## src/rtl/aes_share_stream_ctrl.sv

```systemverilog
// ----------------------------------------------------------------------------
// aes_share_stream_ctrl: 32-bit share stream <-> masked AES core handshake bridge
// Rev 1.0
// ----------------------------------------------------------------------------
`default_nettype none

module aes_share_stream_ctrl #(
  parameter int D = 2
) (
  input  logic                 clk,
  input  logic                 rst,
  input  logic [31:0]          s_data,
  input  logic                 s_valid,
  output logic                 s_ready,
  output logic [31:0]          m_data,
  output logic                 m_valid,
  input  logic                 m_ready,
  output logic [128*D-1:0]     core_sh_plaintext,
  output logic [128*D-1:0]     core_sh_key,
  output logic                 core_valid_in,
  input  logic                 core_in_ready,
  input  logic [128*D-1:0]     core_sh_ciphertext,
  input  logic                 core_cipher_valid,
  output logic                 core_out_ready,
  output logic                 busy
);

  localparam int W  = 128 * D;
  localparam int NW = 4 * D;
  localparam int CW = $clog2(NW);
  localparam logic [CW-1:0] LAST_WORD = CW'(NW - 1);

  localparam logic [2:0] ST_LOAD_PT  = 3'd0;
  localparam logic [2:0] ST_LOAD_KEY = 3'd1;
  localparam logic [2:0] ST_SEND     = 3'd2;
  localparam logic [2:0] ST_WAIT_CT  = 3'd3;
  localparam logic [2:0] ST_UNLOAD   = 3'd4;

  logic [2:0]    state;
  logic [CW-1:0] cnt;
  logic [W-1:0]  pt_reg;
  logic [W-1:0]  key_reg;
  logic [W-1:0]  ct_reg;

  logic          cnt_last;
  logic [CW-1:0] cnt_next;

  assign cnt_last = (cnt == LAST_WORD);
  assign cnt_next = cnt_last ? '0 : cnt + CW'(1);

  // Shares are cleared on every handoff so nothing sensitive lingers.
  always_ff @(posedge clk or posedge rst) begin
    if (rst) begin
      state   <= ST_LOAD_PT;
      cnt     <= '0;
      pt_reg  <= '0;
      key_reg <= '0;
      ct_reg  <= '0;
    end else begin
      case (state)
        ST_LOAD_PT: begin
          if (s_valid) begin
            pt_reg[{cnt, 5'd0} +: 32] <= s_data;
            cnt <= cnt_next;
            if (cnt_last) state <= ST_LOAD_KEY;
          end
        end
        ST_LOAD_KEY: begin
          if (s_valid) begin
            key_reg[{cnt, 5'd0} +: 32] <= s_data;
            cnt <= cnt_next;
            if (cnt_last) state <= ST_SEND;
          end
        end
        ST_SEND: begin
          if (core_in_ready) begin
            pt_reg  <= '0;
            key_reg <= '0;
            state   <= ST_WAIT_CT;
          end
        end
        ST_WAIT_CT: begin
          if (core_cipher_valid) begin
            ct_reg <= core_sh_ciphertext;
            state  <= ST_UNLOAD;
          end
        end
        ST_UNLOAD: begin
          if (m_ready) begin
            cnt <= cnt_next;
            if (cnt_last) begin
              ct_reg <= '0;
              state  <= ST_LOAD_PT;
            end
          end
        end
        default: begin
          state <= ST_LOAD_PT;
          cnt   <= '0;
        end
      endcase
    end
  end

  // Every output is a decode of registered state, never of an input.
  assign s_ready           = (state == ST_LOAD_PT) || (state == ST_LOAD_KEY);
  assign core_valid_in     = (state == ST_SEND);
  assign core_out_ready    = (state == ST_WAIT_CT);
  assign m_valid           = (state == ST_UNLOAD);
  assign core_sh_plaintext = core_valid_in ? pt_reg  : '0;
  assign core_sh_key       = core_valid_in ? key_reg : '0;
  assign m_data            = m_valid ? ct_reg[{cnt, 5'd0} +: 32] : 32'd0;
  assign busy              = !((state == ST_LOAD_PT) && (cnt == '0));

endmodule

`default_nettype wire

```

## config.mk

```make
export PLATFORM = sky130hd
export DESIGN_NAME = aes_share_stream_ctrl
export DESIGN_NICKNAME = d
export VERILOG_FILES = /design/src/rtl/aes_share_stream_ctrl.sv
export SDC_FILE = /design/constraint.sdc
export NUM_CORES = 2
export LEC_CHECK = 0
export CELL_PAD_IN_SITES_DETAIL_PLACEMENT = 1
export CELL_PAD_IN_SITES_GLOBAL_PLACEMENT = 1
export CORE_AREA = 2 2 324 326
export CTS_CLUSTER_SIZE = 10
export DETAILED_ROUTE_END_ITERATION = 8
export DIE_AREA = 0 0 326 328
export PLACE_DENSITY_LB_ADDON = 0.1
export RECOVER_POWER = 50
export SLEW_MARGIN = 10
export SYNTH_ARGS = -nofsm -noshare
export SYNTH_HDL_FRONTEND = slang
export SYNTH_SLANG_ARGS = --single-unit
```

## constraint.sdc

```tcl
create_clock -name clk -period 56.8 [get_ports clk]
set_clock_uncertainty 0.05 [all_clocks]
set_input_delay 8.52 -clock clk [delete_from_list [all_inputs] [get_ports clk]]
set_output_delay 8.52 -clock clk [all_outputs]
set_load 0.01 [all_outputs]
```

==> qor.yml <==
status: "complete, but fails checks"
violations: "max-capacitance violations, max-slew violations"
highest_layer: "met5"
switching_share_pct: 36.3
initial_core_util_pct: 33.1
yosysTopAreaCell: "dfrtp_1"
synth_top_area_share_pct: 56.7
syn-cell-area_um2: 34200
clk_pin_slew_ps: 50
dr.pass1.iters: 5
vdd_drop_max_mv: 0.0260
setup_viol: 0
grt_pass1_wl_um: 214000
grt_usage_pct: 27.5
synth.area.top_cells: "dfrtp_1, o2bb2ai_1, and2_1, nand2_1, mux4_2"
syn_area_per_cell_um2: 11.0
drive_gt1_share_pct: 6.22
power_density_nw_per_um2: 48.1
dr_wl_met3_um: 9300
io_pins: 843
total_power_mw: 2.22
synthArstFlopShare_pct: 100
drc_errors: 0
hold_viol_final: 0
power.switching_mw: 0.805
syn_to_final_growth_pct: 34.9
worstSetupStartpointType: "primary input"
pwr-share-clk_pct: 24.5
gp_congestion: 0.807
route.vias.total: 27299
maxSlewViolCount: 1284
seqPwrFrac_pct: 43.3
dp_hpwl_um: 103000
synth_top_family_by_area: "compound AO/OA/AOI/OAI gates"
htree_levels: 3
avgViaCountPerCell: 5.22
dr_wl_met2_um: 75400
synthMuxAreaShare_pct: 4.34
p_comb_share_pct: 32.3
drt_iter0_drc: 1808
die_x_um: 326
ctsHoldBuffers: 0
synth_cell_types: 42
numPortBuffers: 842
cts_root_buf: "clkbuf_16"
clock.fmax_ghz: 0.0476
synth-edff-count: 0
worst_pin_slew_ps: 9240
p_int_mw: 1.41
critPathBufInv: 5
tns_ps: 0
synthXorXnorAreaFrac_pct: 0
path_common_cell: "clkbuf_1"
yosysSeqAreaShare_pct: 56.7
m1WireLength_um: 58900
synth-seq-cells: 774
hold_path_class: "reg -> reg"
clock-sinks: 774
drv_cap: 24
ctsResizeCount: 0
yosys_most_used_dff: "dfrtp_1"
postCtsSetupBuffers: 0
tritoncts: "done"
dieArea_um2: 107000
slowest_delay_ps: 6580
path_cells: "dlygate4sd3_1 > clkinvlp_2 > clkbuf_1 > clkbuf_1 > buf_4"
wire_per_inst_um: 28.7
grt_pass1_vias: 28620
routed_wl_um: 150000
core.rowCount: 118
crit_path_end_kind: "asynchronous set/reset pin"
netlist_instances: 3098
synth-simple-area-share_pct: 16.6
coreArea_um2: 103000
critical_path.top_delay_family: "buffers and inverters"
nNetsFinal: 4098
antenna_found_initial: 18
grt_max_degree: 302
finalCritPeriodShare_pct: 37.0
ant_nets: 0
synth_fa_ha_area_share_pct: 0.183
p_leak_nw: 20.0
synth_nets: 3397
slowest_stage: "clkbuf_1"
clock_path_buffers: 3
die_h_um: 328
cp_data_required_time_ps: 57400
worstSetupPathType: "in -> async"
slew_headroom_pct: -516
cp_max_fo: 162
finish.utilization_pct: 44.7
synth-compound-area-share_pct: 18.1
numCtsBuffers: 92
cp.arrival_ps: 21610
fin_crit_ps: 21000
overflow: 0
ys_warn_count: 0
clock_latency_ps: 650
rsz0062_at_grt: "false"
==> cell families (layout without fill, tap and decap cells) <==
kind of cell	Yosys count	after routing
compound gates	817	817
fa+ha+maj	5	5
buf+inv	299	1042
flops	774	774
mux	68	68
other cells	0	5
simple gates	1135	1135
==> per-layer routing <==
metal  GRT usage [%]  vias to the layer above
met5               0                        -
met4            11.5                       24
met3            6.81                      232
met2            47.9                      826
met1            32.4                    13985
li1                -                    12232
==> worst min-delay path, cell delays in order, from the launching register on <==
cell	delay, ps
dfrtp_1	330
nand2_1	40
o21ai_0	60
==> cell type report <==
class                   count  area [um2]
diodes                      5        12.5
clock buffers             128        2550
clock inverters             8        77.6
fillers                 11100       57100
inverters                   6        31.3
multi-input cells        2025       13500
flip-flops and latches    774       19400
well taps                1380        1730
repair buffers            900        8820
==> power by group through the flow <==
stage               sequential [mW]  clock (mW)  combinational, mW
detailed placement            0.964           0              0.733
finish                        0.959       0.543              0.715
CTS                           0.959       0.558              0.736
global placement              0.961           0              0.717
floorplan                     0.869           0              0.476
global route                  0.985       0.579              0.778
==> cells in the final DEF (no fill, tap or decap), drive strengths merged, types with 32 or more instances in the layout <==
| cell | count |
|---|---|
| clkbuf | 146 |
| dfrtp | 774 |
| a22o | 32 |
| o2bb2ai | 496 |
| buf | 40 |
| and2 | 515 |
| o21ai | 266 |
| clkdlybuf4s50 | 839 |
| mux4 | 64 |
| nand2 | 585 |
==> through the flow <==
stage	area [um2]	setup WS (ps)	hold WS, ps	cells
after floorplan	34200	26500	394	3098
after global placement	43600	44090	406	5085
after detailed placement	43600	44060	414	5085
after CTS	46200	43330	427	5221
after global routing	46100	33620	438	5225
final	46100	35800	424	5226
==> cells in the mapped netlist, types with 3 or more instances <==
cell and instances:
o2bb2ai_1 496, o21ai_1 93, nand2_2 6, a32o_1 16
mux4_2 64, a22o_1 32, inv_1 3, dfrtp_1 774
nand3b_1 4, nand2_1 579, nor3_1 4, buf_2 72
clkbuf_1 197, nor4_2 3, o21ai_0 173, buf_6 21
mux2i_1 3, ha_1 5, nor2_1 10, and2_1 515
==> worst paths after layout <==
kind	cells past startpoint	startpoint	slack, ps	endpoint
min	2	ct_reg[235]	420	ct_reg[235]
max reg2reg	7	state[0]	48630	ct_reg[237]
max	5	rst	35800	key_reg[53]
max in group clk	5	core_cipher_valid	41650	ct_reg[237]
min reg2reg	2	ct_reg[235]	420	ct_reg[235]
min in group asynchronous	2	rst	9480	ct_reg[0]
(Power assumes the default switching activity.)
